`config.mk`:
```
export PLATFORM = sky130hd
export DESIGN_NAME = tv80_bus_ctrl_flat
export DESIGN_NICKNAME = d
export VERILOG_FILES = /design/src/rtl/tv80_bus_ctrl_if.sv /design/src/rtl/tv80_bus_ctrl.sv /design/src/flat_wrapper.sv
export SDC_FILE = /design/constraint.sdc
export NUM_CORES = 1
export LEC_CHECK = 0
export BUFFER_PORTS_ARGS = -buffer_cell sky130_fd_sc_hd__buf_2
export CAP_MARGIN = 25
export CELL_PAD_IN_SITES_DETAIL_PLACEMENT = 0
export CELL_PAD_IN_SITES_GLOBAL_PLACEMENT = 1
export CORE_MARGIN = 1.5
export CORE_UTILIZATION = 32
export CTS_CLUSTER_DIAMETER = 150
export DETAILED_ROUTE_END_ITERATION = 8
export GPL_ROUTABILITY_DRIVEN = 0
export PLACE_DENSITY_LB_ADDON = 0.15
export SETUP_SLACK_MARGIN = 0.5
export SKIP_LAST_GASP = 1
export SYNTH_ARGS = -nofsm -noshare
export SYNTH_HDL_FRONTEND = slang
export SYNTH_SLANG_ARGS = --single-unit
```
`constraint.sdc`:
```
create_clock -name clk -period 1.47 [get_ports clk]
set_input_delay 0.147 -clock clk [delete_from_list [all_inputs] [get_ports clk]]
set_output_delay 0.147 -clock clk [all_outputs]
set_load 0.01 [all_outputs]
```
`src/rtl/tv80_bus_ctrl_if.sv`:
```
// Bus-cycle interface between the core, tv80_bus_ctrl and external memory/IO.
// The master side is the strobe generator; the slave side is the core/bus environment.
interface tv80_bus_ctrl_if #(
    parameter int DW = 8
);
    logic          cen;
    logic [6:0]    mc;
    logic [6:0]    ts;
    logic          intcycle_n;
    logic          no_read;
    logic          write;
    logic          iorq;
    logic          ext_wait_n;
    logic [DW-1:0] di;
    logic          wait_n;
    logic          rd_n;
    logic          wr_n;
    logic          mreq_n;
    logic          iorq_n;
    logic [DW-1:0] di_reg;

    modport master (
        input  cen, mc, ts, intcycle_n, no_read, write, iorq, ext_wait_n, di,
        output wait_n, rd_n, wr_n, mreq_n, iorq_n, di_reg
    );

    modport slave (
        output cen, mc, ts, intcycle_n, no_read, write, iorq, ext_wait_n, di,
        input  wait_n, rd_n, wr_n, mreq_n, iorq_n, di_reg
    );
endinterface

```
`src/rtl/tv80_bus_ctrl.sv`:
```
// Bus strobe generator for tv80_core: registered rd_n/wr_n/mreq_n/iorq_n,
// read-data capture, and a programmable wait-state counter merged with ext_wait_n.
module tv80_bus_ctrl #(
    parameter int DW       = 8,
    parameter int T2WRITE  = 1,
    parameter int MEM_WAIT = 0,
    parameter int IO_WAIT  = 1,
    parameter int REFRESH  = 0
) (
    input  logic            clk,
    input  logic            reset_n,
    tv80_bus_ctrl_if.master bus
);
    localparam logic [0:0] S_IDLE = 1'b0;
    localparam logic [0:0] S_WAIT = 1'b1;
    localparam logic [3:0] MEM_N  = 4'(MEM_WAIT);
    localparam logic [3:0] IO_N   = 4'(IO_WAIT);

    logic [0:0]    state;
    logic [3:0]    cnt;
    logic          int_wait;
    logic          active;
    logic          internal;
    logic [3:0]    load_n;
    logic          rd_d, wr_d, mreq_d, iorq_d;
    logic          rd_q, wr_q, mreq_q, iorq_q;
    logic [DW-1:0] di_q;
    logic          unused_ok;

    assign int_wait   = (state == S_WAIT);
    assign bus.wait_n = bus.ext_wait_n & ~int_wait;
    // A strobe is (re)asserted on T1 and held through every stretched T2.
    assign active     = bus.ts[1] | (bus.ts[2] & ~bus.wait_n);
    // Non-M1 cycle with no bus transfer: no wait states inserted.
    assign internal   = ~bus.mc[0] & bus.no_read & ~bus.write;
    assign load_n     = (bus.iorq | ~bus.intcycle_n) ? IO_N : MEM_N;

    assign bus.rd_n   = rd_q;
    assign bus.wr_n   = wr_q;
    assign bus.mreq_n = mreq_q;
    assign bus.iorq_n = iorq_q;
    assign bus.di_reg = di_q;
    assign unused_ok  = ^{bus.mc[6:1], bus.ts[6:4], bus.ts[0]};

    // Next strobe values: all idle high unless a bus rule claims them.
    always_comb begin
        rd_d   = 1'b1;
        wr_d   = 1'b1;
        mreq_d = 1'b1;
        iorq_d = 1'b1;
        if (bus.mc[0]) begin
            if (active) begin
                rd_d   = ~bus.intcycle_n;
                mreq_d = ~bus.intcycle_n;
                iorq_d = bus.intcycle_n;
            end
            if (bus.ts[3] && (REFRESH != 0))
                mreq_d = 1'b0;
        end else begin
            if (active && !bus.no_read && !bus.write) begin
                rd_d   = 1'b0;
                iorq_d = ~bus.iorq;
                mreq_d = bus.iorq;
            end
            if (bus.write) begin
                wr_d = (T2WRITE != 0) ? ~active : ~bus.ts[2];
                // Address-space request accompanies the write strobe.
                if (active || !wr_d) begin
                    iorq_d = ~bus.iorq;
                    mreq_d = bus.iorq;
                end
            end
        end
    end

    // Register strobes on enabled clocks; reset forces every strobe inactive at once.
    always_ff @(posedge clk or negedge reset_n) begin
        if (!reset_n) begin
            rd_q   <= 1'b1;
            wr_q   <= 1'b1;
            mreq_q <= 1'b1;
            iorq_q <= 1'b1;
        end else if (bus.cen) begin
            rd_q   <= rd_d;
            wr_q   <= wr_d;
            mreq_q <= mreq_d;
            iorq_q <= iorq_d;
        end
    end

    // Wait-state counter: loaded on T1, counts down independently of ext_wait_n.
    always_ff @(posedge clk or negedge reset_n) begin
        if (!reset_n) begin
            state <= S_IDLE;
            cnt   <= 4'd0;
        end else if (bus.cen) begin
            case (state)
                S_IDLE: begin
                    if (bus.ts[1] && !internal && (load_n != 4'd0)) begin
                        state <= S_WAIT;
                        cnt   <= load_n;
                    end
                end
                S_WAIT: begin
                    if (cnt == 4'd1) begin
                        state <= S_IDLE;
                        cnt   <= 4'd0;
                    end else begin
                        cnt <= cnt - 4'd1;
                    end
                end
                default: begin
                    state <= S_IDLE;
                    cnt   <= 4'd0;
                end
            endcase
        end
    end

    // Capture read data on the final T2, the one the core actually proceeds from.
    always_ff @(posedge clk or negedge reset_n) begin
        if (!reset_n)
            di_q <= '0;
        else if (bus.cen && bus.ts[2] && bus.wait_n)
            di_q <= bus.di;
    end
endmodule
```
`src/flat_wrapper.sv`:
```
// flat-port wrapper written by rule: the top's interface ports become plain ports
module tv80_bus_ctrl_flat 
#(
    parameter int DW       = 8,
    parameter int T2WRITE  = 1,
    parameter int MEM_WAIT = 0,
    parameter int IO_WAIT  = 1,
    parameter int REFRESH  = 0
)
  (clk, reset_n, bus_cen, bus_mc, bus_ts, bus_intcycle_n, bus_no_read, bus_write, bus_iorq, bus_ext_wait_n, bus_di, bus_wait_n, bus_rd_n, bus_wr_n, bus_mreq_n, bus_iorq_n, bus_di_reg);
  tv80_bus_ctrl_if #(.DW(DW)) bus_i ();
  input  logic clk;
  input  logic reset_n;
  input wire logic [$bits(bus_i.cen)-1:0] bus_cen;
  input wire logic [$bits(bus_i.mc)-1:0] bus_mc;
  input wire logic [$bits(bus_i.ts)-1:0] bus_ts;
  input wire logic [$bits(bus_i.intcycle_n)-1:0] bus_intcycle_n;
  input wire logic [$bits(bus_i.no_read)-1:0] bus_no_read;
  input wire logic [$bits(bus_i.write)-1:0] bus_write;
  input wire logic [$bits(bus_i.iorq)-1:0] bus_iorq;
  input wire logic [$bits(bus_i.ext_wait_n)-1:0] bus_ext_wait_n;
  input wire logic [$bits(bus_i.di)-1:0] bus_di;
  output wire logic [$bits(bus_i.wait_n)-1:0] bus_wait_n;
  output wire logic [$bits(bus_i.rd_n)-1:0] bus_rd_n;
  output wire logic [$bits(bus_i.wr_n)-1:0] bus_wr_n;
  output wire logic [$bits(bus_i.mreq_n)-1:0] bus_mreq_n;
  output wire logic [$bits(bus_i.iorq_n)-1:0] bus_iorq_n;
  output wire logic [$bits(bus_i.di_reg)-1:0] bus_di_reg;
  assign bus_i.cen = bus_cen;
  assign bus_i.mc = bus_mc;
  assign bus_i.ts = bus_ts;
  assign bus_i.intcycle_n = bus_intcycle_n;
  assign bus_i.no_read = bus_no_read;
  assign bus_i.write = bus_write;
  assign bus_i.iorq = bus_iorq;
  assign bus_i.ext_wait_n = bus_ext_wait_n;
  assign bus_i.di = bus_di;
  assign bus_wait_n = bus_i.wait_n;
  assign bus_rd_n = bus_i.rd_n;
  assign bus_wr_n = bus_i.wr_n;
  assign bus_mreq_n = bus_i.mreq_n;
  assign bus_iorq_n = bus_i.iorq_n;
  assign bus_di_reg = bus_i.di_reg;
  tv80_bus_ctrl #(.DW(DW), .T2WRITE(T2WRITE), .MEM_WAIT(MEM_WAIT), .IO_WAIT(IO_WAIT), .REFRESH(REFRESH)) u_core (.clk(clk), .reset_n(reset_n), .bus(bus_i));
endmodule
```
---- Yosys cells after proc, flatten, opt, wreduce, memory -nomap -nowiden ----
Cells that the tools add are included.
cells by class
  reductions and logical operators ........ 11
  bitwise operators ....................... 13
  equality and inequality tests ........... 2
  mux-type cells .......................... 21
  add/sub/neg operators ................... 1
operators by type and width
  kind                                                                count
  1-bit 2-to-1 mux                                                    17
  4-bit 2-to-1 mux                                                    2
  4-bit one-hot mux with 2 select lines                               1
  1-bit NOT                                                           7
  1-bit logical AND                                                   6
  1-bit bitwise AND                                                   4
  4-bit by 1-bit == test with 1-bit output, second input constant     1
  4-bit nonzero test                                                  1
  4-bit by 1-bit subtractor with 4-bit output, second input constant  1
  1-bit logical NOT                                                   3
  2-bit != test, second input constant                                1
  1-bit bitwise OR                                                    2
  1-bit one-hot mux with 2 select lines                               1
  2-bit AND reduction                                                 1
word-level totals
  bits in registers ....................... 17
  output and inout port bits .............. 13

---- Depth between registers and ports, before layout ----
Gate-level depths: netlist (run 1).
  depth after elaboration ................. 11
  depth in mapped cells ................... 6

---- Worst setup path before layout (run 1) ----
No wires, ideal clock.
  kind .................................... flip-flop to flip-flop
  from .................................... register u_core.state, in the netlist u_core.int_wait
  to ...................................... register u_core.di_q[0], in the netlist u_core.bus.di_reg[0]
  setup slack ............................. 0.252 ns
  library setup time ...................... 0.125 ns
  cell stages (with the launch flop) ...... 5
  data arrival time ....................... 1.094 ns
  required time ........................... 1.345 ns
  period minus slack after synthesis ...... 1.218 ns
  path through ............................ dfrtp_1 nand2b_4 inv_2 nand3_2 mux2_2
between the ends
  word-level cells in the longest chain between the ends .. 3
ends and longest elaborated chain
  element                   RTL line              text
  start: declaration        tv80_bus_ctrl.sv:19   logic [0:0] state;
  start signal: assignment  tv80_bus_ctrl.sv:94   state <= S_IDLE;
  start signal: assignment  tv80_bus_ctrl.sv:100  state <= S_WAIT;
  start signal: assignment  tv80_bus_ctrl.sv:106  state <= S_IDLE;
  1-bit NOT                 tv80_bus_ctrl.sv:31   assign bus.wait_n = bus.ext_wait_n & ~int_wait;
  1-bit bitwise AND         tv80_bus_ctrl.sv:31
  net bus_wait_n            flat_wrapper.sv:23    output wire logic [$bits(bus_i.wait_n)-1:0] bus_wait_n;
  1-bit logical AND         tv80_bus_ctrl.sv:124  else if (bus.cen && bus.ts[2] && bus.wait_n)
  end signal: assignment    tv80_bus_ctrl.sv:125  di_q <= bus.di;
  end: declaration          tv80_bus_ctrl.sv:27   logic [DW-1:0] di_q;
The timed path passes the listed nets, and every way through them passes these cells.
A chain may end at the register's enable or synchronous reset.

---- Final worst setup path (run 1) ----
  from .................................... register u_core.cnt[1]
  to ...................................... register u_core.cnt[0]
between the ends
  word-level cells in the longest chain between the ends .. 3
ends and longest elaborated chain
  element                                   RTL line              text
  start: declaration                        tv80_bus_ctrl.sv:20   logic [3:0] cnt;
  start signal: assignment                  tv80_bus_ctrl.sv:101  cnt <= load_n;
  start signal: assignment                  tv80_bus_ctrl.sv:109  cnt <= cnt - 4'd1;
  4-bit by 1-bit == test with 1-bit output  tv80_bus_ctrl.sv:105  if (cnt == 4'd1) begin
  4-bit 2-to-1 mux                          tv80_bus_ctrl.sv:105
  4-bit one-hot mux with 2 select lines     tv80_bus_ctrl.sv:97   case (state)
Every way passes these cells.

==> results of run 1 <==
[kinds of logic after synthesis]
group,count (synthesis)
muxes,9
DFF,17
buffers and inverters,7
and+or+nand+nor,21
adders and majority gates,2
AOI/OAI and AO/OA,16
[worst max-delay path: stages (launching register included)]
cell and delay [ns]:
dfrtp_1 0.41, inv_2 0.09, ha_4 0.15, nand2b_4 0.07, nor2_4 0.08, nor3b_1 0.05, a221o_1 0.28
[area by class of cell]
class,instances,area [sq um]
fillers,262,1270
flip-flops and latches,17,432
multi-input cells,48,427
inverters,6,25.0
clock inverters,1,5.00
repair buffers,37,234
clock buffers,3,22.5
well taps,30,37.5
[final timing paths]
kind / startpoint / end / cells past startpoint
worst max-delay path: u_core.cnt[1] / u_core.cnt[0] / 6
worst min-delay path: bus_di[6] / u_core.bus.di_reg[6] / 2
worst max register to register: u_core.cnt[1] / u_core.cnt[0] / 6
worst min register to register: u_core.bus.rd_n / u_core.bus.rd_n / 2
max in group asynchronous: reset_n / u_core.bus.rd_n / 2
min in group asynchronous: reset_n / u_core.cnt[3] / 2
[power groups by stage]
stage	Combinational, mW	Clock [mW]	Sequential [mW]
floorplan	0.406	0	0.849
global placement	0.730	0	0.784
detailed placement	0.750	0	0.794
CTS	0.880	0.263	0.798
global route	1.02	0.287	0.825
finish	0.932	0.250	0.795
[what timing repair did]
action                     4_1_cts  5_1_grt
pin swaps                        2        3
gates resized for setup         14        3
setup buffers                    1        3
hold buffers                     1        0
hold endpoints to repair        13        0
setup endpoints to repair       28       30
[placed cells by master, fill, tap and decap left out, drive strengths merged, types with 2 or more instances in the layout]
cell and instances:
dfstp 4, a21oi 4, nand2b 3, inv 6, dfrtp 13, buf 36
nand3 2, nor3b 2, mux2 8, clkbuf 3, a31oi 2, o21ai 2
nand2 5, nor2 6, ha 2
[metrics by stage]
stage / hold slack (ns) / area, sq um / worst slack, ns / total power [mW]
floorplan: -0.149 / 850 / 0.266 / 1.26
global placement: 0.0896 / 1050 / 0.193 / 1.51
detailed placement: 0.0939 / 1050 / 0.185 / 1.54
CTS: 0.0731 / 1160 / 0.230 / 1.94
global route: 0.0586 / 1180 / 0.185 / 2.13
finish: 0.0817 / 1180 / 0.227 / 1.98
[metal layers]
metal	global-route usage	up-vias
met1	0.175	333
met5	0	-
met3	0.0361	2
li1	-	338
met4	0.0684	0
met2	0.232	14
==> results.toml, run 1 <==
[outcome]
status = "complete, no violations"

[synthesis]
synthTopCellsByCount = "13 x dfrtp_1, 8 x mux2_2, 6 x nor2_1, 5 x inv_1, 5 x nand2_1"
syn_nets = 104
synthMuxAreaShare = 0.122
synth-main-ff-cell = "dfrtp_1"
postSynthCellCount = 72
synth_area_sq_um = 823
yosysTopAreaCell = "dfrtp_1"
synth-simple-area-share = 0.153
ys_seq_area_frac = 0.523
yosysMostFrequentCell = "dfrtp_1"
yosysWarnings = 0
synthXorXnorAreaFrac = 0
synth-seq-cells = 17
synth_adder_area_share = 0.0304
yosysUniqueCellTypes = 30
synthTopCellsByArea = "dfrtp_1 40%, dfstp_2 13%, mux2_2 11%"
async_flop_share = 1.00
synth_compound_area_frac = 0.140
synth_top_family_by_area = "simple AND/OR/NAND/NOR gates"
synth_top_area_share = 0.395
syn_avg_cell_area_sq_um = 11.4
synth_edf_count = 0

[finish]
drive_gt1_frac = 0.607
final_cells = 142
final_nets = 145
area_delta_synth_final_pct = 43.6
antenna_cells = 0
final_core_util = 0.482
largest_reg_flops = 8

[worst_hold_path]
hp-class = "in -> reg"

[grt]
grt_use_total = 0.142
grt_overflow = 0
first_global_vias = 633
grt_pass1_wl_microns = 2840
antenna_found_initial = 0
grt_max_degree = 18

[clock_tree]
cts_tree = "done"
cts.sinks = 17
insertion_delay_ns = 0.29
htree_levels = 1
clk_pin_slew_ns = 0.10
numCtsBuffers = 3
cts_root_buf = "clkbuf_4"
cts.path.max_buffers = 2

[sta]
tightest_slew_ns = 0.383
hold_viol = 0
finalSetupViolCount = 0
finalCriticalPeriod_ns = 1.24
finalSetupTns_ns = 0
post-route-period-util = 0.845
fmax_ghz = 0.805
skew_ns = 0.00604
slew_headroom = 0.744
rsz0062_at_grt = "yes"
drv_slew = 0

[die]
die_h_microns = 53.7
core-area_sq_um = 2450
die-area_sq_um = 2890
start_util = 0.335
rows = 18
die_w_microns = 53.7
pin_count = 43

[power]
leakage_nw = 0.566
pwr-share-seq = 0.402
clockPowerShare = 0.126
swShare = 0.352
pwr-share-comb = 0.472
p_int_mw = 1.28
switching_power_uw = 696
ir_worst_vdd_v = 0.000693
power_density_nw_per_um2 = 1670

[detailed_routing]
remaining_drc_errors = 0
drt_first_pass_iters = 4
wl_met2_microns = 943
num_vias = 687
highest_layer = "met4"
wire_per_inst_microns = 12.8
wl_met3_microns = 59
routed_wl_microns = 1820
avgViaCountPerCell = 4.84
ant_nets = 0
wl_met1_microns = 798
dr.first_iter.drc_count = 10

[setup_path]
crit_required_ns = 1.64
r2r_setup_slack_ns = 0.23
worstSetupStartpointType = "flop"
endpoint_kind = "flop"
crit_arrival_ns = 1.42
path_max_fanout = 3
path_class = "reg -> reg"

[placement]
portBuffers = 31
dp_hpwl_microns = 1340
dp_cells = 133

[job]
drv_cap = 0
(Power assumes the default switching activity.)
==> inputs of run 2 (changes only) <==
--- a/config.mk
+++ b/config.mk
@@ -9,8 +9,9 @@
 export CAP_MARGIN = 25
 export CELL_PAD_IN_SITES_DETAIL_PLACEMENT = 0
 export CELL_PAD_IN_SITES_GLOBAL_PLACEMENT = 1
+export CORE_ASPECT_RATIO = 0.5
 export CORE_MARGIN = 1.5
-export CORE_UTILIZATION = 32
+export CORE_UTILIZATION = 29
 export CTS_CLUSTER_DIAMETER = 150
 export DETAILED_ROUTE_END_ITERATION = 8
 export GPL_ROUTABILITY_DRIVEN = 0
==> constraint.sdc (replaced) <==
create_clock -name clk -period 1.1 [get_ports clk]
set_input_delay 0.11 -clock clk [delete_from_list [all_inputs] [get_ports clk]]
set_output_delay 0.11 -clock clk [all_outputs]
set_load 0.01 [all_outputs]
==> run 2 against run 1 <==
  * The flow now finishes with violations (hold timing, setup timing)
  * Final cell count up 7.0%
  * Worst hold slack worse by 0.30 ns
  * Combinational power up 46%
  * Wire length down 3.9%
  * Core utilization down 0.69 points
  * Highest routed layer is now met3
==> results.toml, run 2 (synthesis results as in run 1) <==
[outcome]
status = "finished with violations"
violations = "hold timing, setup timing"

[sta]
finalCriticalPeriod_ns = 1.22
whs_ns = -0.221
tightest_slew_ns = 0.397
post-route-period-util = 1.11
rsz0062_at_grt = "yes"
skew_ns = 0.00562
finalWorstSetupSlack_ns = -0.121
drv_slew = 0
fmax_ghz = 0.819
slew_headroom = 0.736
finalSetupViolCount = 12
hold_viol = 13
finalSetupTns_ns = -0.523

[finish]
area_delta_synth_final_pct = 52.9
final_common_cell = "buf_2"
fillCellCount = 241
antenna_cells = 0
final_cells = 152
largest_reg_flops = 8
design_area_sq_um = 1260
final_nets = 148
final_core_util = 0.475
layout_common_cells = "25 x buf_2, 13 x dfrtp_1, 8 x buf_4"
drive_gt1_frac = 0.626

[die]
die_w_microns = 78.4
die_h_microns = 40.7
die-area_sq_um = 3190
start_util = 0.311
core-area_sq_um = 2650
rows = 13
pin_count = 43

[clock_tree]
cts_tree = "done"
cts.path.max_buffers = 2
cts_root_buf = "clkbuf_8"
clk_pin_slew_ns = 0.07
htree_levels = 1
cts.sinks = 17
numCtsBuffers = 3
insertion_delay_ns = 0.25

[detailed_routing]
num_vias = 687
dr.first_iter.drc_count = 9
avgViaCountPerCell = 4.52
remaining_drc_errors = 0
wire_per_inst_microns = 11.5
ant_nets = 0
routed_wl_microns = 1750
drt_first_pass_iters = 4

[placement]
dpl_cell_area_sq_um = 1100
portBuffers = 31
dp_hpwl_microns = 1360
dp_cells = 146
post-place-ws_ns = -0.209

[grt]
grt_pass1_wl_microns = 2690
antenna_found_initial = 0
grt_overflow = 0
first_global_vias = 649
grt_use_total = 0.115
grt_max_degree = 18

[setup_path]
path_max_fanout = 2
worstPathCellList = "inv_2, ha_4, nand2b_4, nor2_4, nor3b_1, a221o_1"
cp_slowest_cell = "dfrtp_1"
reg2reg_depth = 6
path_class = "reg -> reg"
crit_required_ns = 1.23
crit_arrival_ns = 1.35
r2r_setup_slack_ns = -0.12
cpPeakStageDelay_ns = 0.39
r2r_end = "u_core.cnt[0]"
reg2reg_from = "u_core.cnt[1]"
endpoint_kind = "flop"
worstSetupStartpointType = "flop"

[worst_hold_path]
hp-class = "in -> async"

[power]
swShare = 0.336
switching_power_uw = 964
ir_worst_vdd_v = 0.000896
power_density_nw_per_um2 = 2280
p_int_mw = 1.90
clockPowerShare = 0.158
leakage_nw = 0.598
power.total_mw = 2.87
pwr-share-comb = 0.475
pwr-share-seq = 0.367

[job]
drv_cap = 0
==> run 2: timing repair <==
action                     CTS  global route
setup buffers                0             2
pin swaps                    6             2
cloned                       0             0
setup endpoints to repair   30            30
resized for setup           13             8
hold endpoints to repair    13            13
==> run 2: metal layers <==
metal  routed length, microns  track usage  vias to the layer above
met2                      926        0.235                       12
met4                        0            0                        0
met3                       72       0.0556                        0
li1                         -            -                      346
met5                        0            0                        -
met1                      746        0.122                      329
==> run 2: how the worst max path moves through the flow <==
stage	start	end	slack, ns	cells after the start
floorplan	u_core.cnt[1]	u_core.cnt[0]	-0.10	6
global placement	u_core.cnt[1]	u_core.cnt[0]	-0.12	6
detailed placement	u_core.cnt[1]	u_core.cnt[3]	-0.21	5
CTS	u_core.cnt[1]	u_core.cnt[0]	-0.11	6
global route	u_core.cnt[1]	u_core.cnt[0]	-0.16	6
finish	u_core.cnt[1]	u_core.cnt[0]	-0.12	6
==> run 2: critical path: cells and delay by family (launching register included) <==
kind / cells / cell delay [ns]
compound gates: 1 / 0.28
simple gates: 3 / 0.20
buf+inv: 1 / 0.08
fa+ha+maj: 1 / 0.16
flops: 1 / 0.39
==> run 2: power by group through the flow <==
| stage | Combinational [mW] | Sequential, mW | Clock (mW) |
|---|---|---|---|
| 2_1_floorplan | 0.543 | 1.13 | 0 |
| 6_report | 1.36 | 1.05 | 0.452 |
| 4_1_cts | 1.23 | 1.04 | 0.479 |
| 5_1_grt | 1.48 | 1.09 | 0.508 |
| 3_5_place_dp | 1.09 | 1.04 | 0 |
| 3_3_place_gp | 1.06 | 1.03 | 0 |
==> run 2: layout make-up <==
cell class / count / area [sq um] / share of cell area
Multi-Input combinational cell: 48 / 447 / 0.355
Sequential cell: 17 / 430 / 0.342
Timing Repair Buffer: 40 / 264 / 0.210
Tap cell: 37 / 46.3 / 0.0368
Clock buffer: 3 / 41.3 / 0.0328
Inverter: 6 / 25.0 / 0.0199
Clock inverter: 1 / 5.00 / 0.00398
==> inputs of run 3 (changes only) <==
--- a/config.mk
+++ b/config.mk
@@ -5,6 +5,7 @@
 export SDC_FILE = /design/constraint.sdc
 export NUM_CORES = 1
 export LEC_CHECK = 0
+export ABC_AREA = 1
 export BUFFER_PORTS_ARGS = -buffer_cell sky130_fd_sc_hd__buf_2
 export CAP_MARGIN = 25
 export CELL_PAD_IN_SITES_DETAIL_PLACEMENT = 0
==> run 3 against run 2 <==
  * The run ends with hold timing left
  * Core utilization grew 0.12 points
  * First-iteration DRC count increased to 2.6 times the previous value
  * Final cell count is 28% higher
  * Register-to-register slack gained 0.14 ns
  * Largest power group unchanged
==> results.toml, run 3 <==
[sta]
drv_slew = 0
slew_headroom = 0.744
fmax_ghz = 0.926
hold_viol = 13
whs_ns = -0.226
finalSetupViolCount = 0
tightest_slew_ns = 0.384
finalCriticalPeriod_ns = 1.08
post-route-period-util = 0.982
rsz0062_at_grt = "yes"
skew_ns = 0.00463
finalWorstSetupSlack_ns = 0.0203

[outcome]
violations = "hold timing"
status = "finished with violations"

[clock_tree]
insertion_delay_ns = 0.25
cts_tree = "done"
numCtsBuffers = 3
cts.sinks = 17
htree_levels = 1
clk_pin_slew_ns = 0.07
cts_root_buf = "clkbuf_8"
cts.path.max_buffers = 2

[detailed_routing]
num_vias = 843
ant_nets = 0
dr.first_iter.drc_count = 23
routed_wl_microns = 2060
remaining_drc_errors = 0
wire_per_inst_microns = 10.5
avgViaCountPerCell = 4.32
drt_first_pass_iters = 2

[synthesis]
synth_area_sq_um = 948
synthTopCellsByCount = "30 x nand2_1, 17 x inv_1, 13 x dfrtp_1, 8 x o21ai_2"
synth_adder_area_share = 0.0264
synth-main-ff-cell = "dfrtp_1"
yosysWarnings = 0
yosysUniqueCellTypes = 22
synth_top_area_share = 0.343
async_flop_share = 1.00
synth_edf_count = 0
synth_compound_area_frac = 0.119
synth_top_family_by_area = "simple AND/OR/NAND/NOR gates"
postSynthCellCount = 112
ys_seq_area_frac = 0.454
synthXorXnorAreaFrac = 0.00923
synthTopCellsByArea = "dfrtp_1 34%, nand2_1 12%, dfstp_2 11%"
syn_avg_cell_area_sq_um = 8.47
synth-simple-area-share = 0.290
synth-seq-cells = 17
yosysTopAreaCell = "dfrtp_1"
syn_nets = 144
yosysMostFrequentCell = "nand2_1"
synthMuxAreaShare = 0

[setup_path]
worstSetupStartpointType = "flop"
path_class = "reg -> reg"
startpoint = "u_core.cnt[0]"
r2r_setup_slack_ns = 0.02
crit_arrival_ns = 1.25
reg2reg_from = "u_core.cnt[0]"
path_max_fanout = 3
crit_required_ns = 1.27
endpoint_kind = "flop"

[finish]
antenna_cells = 0
regArea_sq_um = 432
largest_reg_flops = 8
fillCellCount = 317
final_common_cell = "buf_2"
final_nets = 188
layout_common_cells = "26 x buf_2, 19 x nand2_1, 15 x inv_1"
area_delta_synth_final_pct = 53.8
multi_input_area_sq_um = 577
drive_gt1_frac = 0.600

[power]
power_density_nw_per_um2 = 1980
power.total_mw = 2.89
leakage_nw = 0.748
ir_worst_vdd_v = 0.000974

[grt]
grt_max_degree = 18
antenna_found_initial = 0
first_global_vias = 852
grt_pass1_wl_microns = 3580
grt_overflow = 0
grt_use_total = 0.126

[die]
pin_count = 43
die-area_sq_um = 3640
start_util = 0.309
die_h_microns = 43.4
die_w_microns = 83.9
core-area_sq_um = 3070
rows = 14

[placement]
portBuffers = 31
dp_hpwl_microns = 1450
post-place-ws_ns = -0.000474

[worst_hold_path]
hp-class = "in -> async"

[job]
drv_cap = 0
## run 3: area by class of cell
| class | instances | share of cell area |
|---|---|---|
| clock buffer | 3 | 0.0283 |
| inverter | 19 | 0.0523 |
| sequential | 17 | 0.296 |
| timing repair buffer | 40 | 0.190 |
| tap | 40 | 0.0343 |
| clock inverter | 1 | 0.00343 |
| multi-input combinational | 75 | 0.395 |
## run 3: repair_timing
action	4_1_cts	5_1_grt
hold endpoints to repair	13	13
pin swaps	9	11
resized for setup	22	16
buffers inserted	5	1
setup endpoints to repair	30	30
cloned	1	0
## run 3: worst paths after layout
check                      cells after the start                   end
setup / recovery                               5         u_core.cnt[2]
hold / removal                                 1  u_core.bus.di_reg[3]
setup reg to reg                               5         u_core.cnt[2]
hold reg to reg                                2  u_core.bus.di_reg[4]
max in group asynchronous                      1       u_core.bus.rd_n
min in group clk                               3  u_core.bus.di_reg[4]
## run 3: where the power goes
group / switching, mW / internal, mW / total [mW]
Clock: 0.208 / 0.251 / 0.459
Combinational: 0.706 / 0.706 / 1.41
Sequential: 0.168 / 0.849 / 1.02
Total: 1.08 / 1.81 / 2.89
## run 3: layer usage
| layer | vias up | global-route usage | wire, microns |
|---|---|---|---|
| met5 | - | 0 | 0 |
| met4 | 0 | 0.0295 | 0 |
| met3 | 0 | 0.0400 | 69 |
| met2 | 14 | 0.235 | 1070 |
| met1 | 392 | 0.144 | 920 |
| li1 | 437 | - | - |
## run 3: critical path: stages, from the launching register on
cell and delay, ns:
dfrtp_2 0.44, inv_2 0.09, ha_4 0.12, xor2_1 0.15, nand3_1 0.08, o21ai_1 0.12
## run 3: cell families after synthesis
| family | Yosys count |
|---|---|
| AOI/OAI and AO/OA | 16 |
| buffers and inverters | 21 |
| xor gates and xnor gates | 1 |
| and+or+nand+nor | 55 |
| adders and majority gates | 2 |
| DFF | 17 |
## run 3: metrics by stage
| step | util | setup TNS, ns | hold WS [ns] | area [sq um] | instances |
|---|---|---|---|---|---|
| finish | 0.476 | 0 | -0.226 | 1460 | 195 |
| global route | 0.476 | -0.555 | -0.208 | 1460 | 195 |
| CTS | 0.453 | 0 | -0.215 | 1390 | 194 |
| detailed placement | 0.388 | -0.000474 | 0.0589 | 1190 | 184 |
| global placement | 0.388 | 0 | 0.0643 | 1190 | 184 |
| floorplan | - | -0.00678 | -0.186 | 983 | 112 |
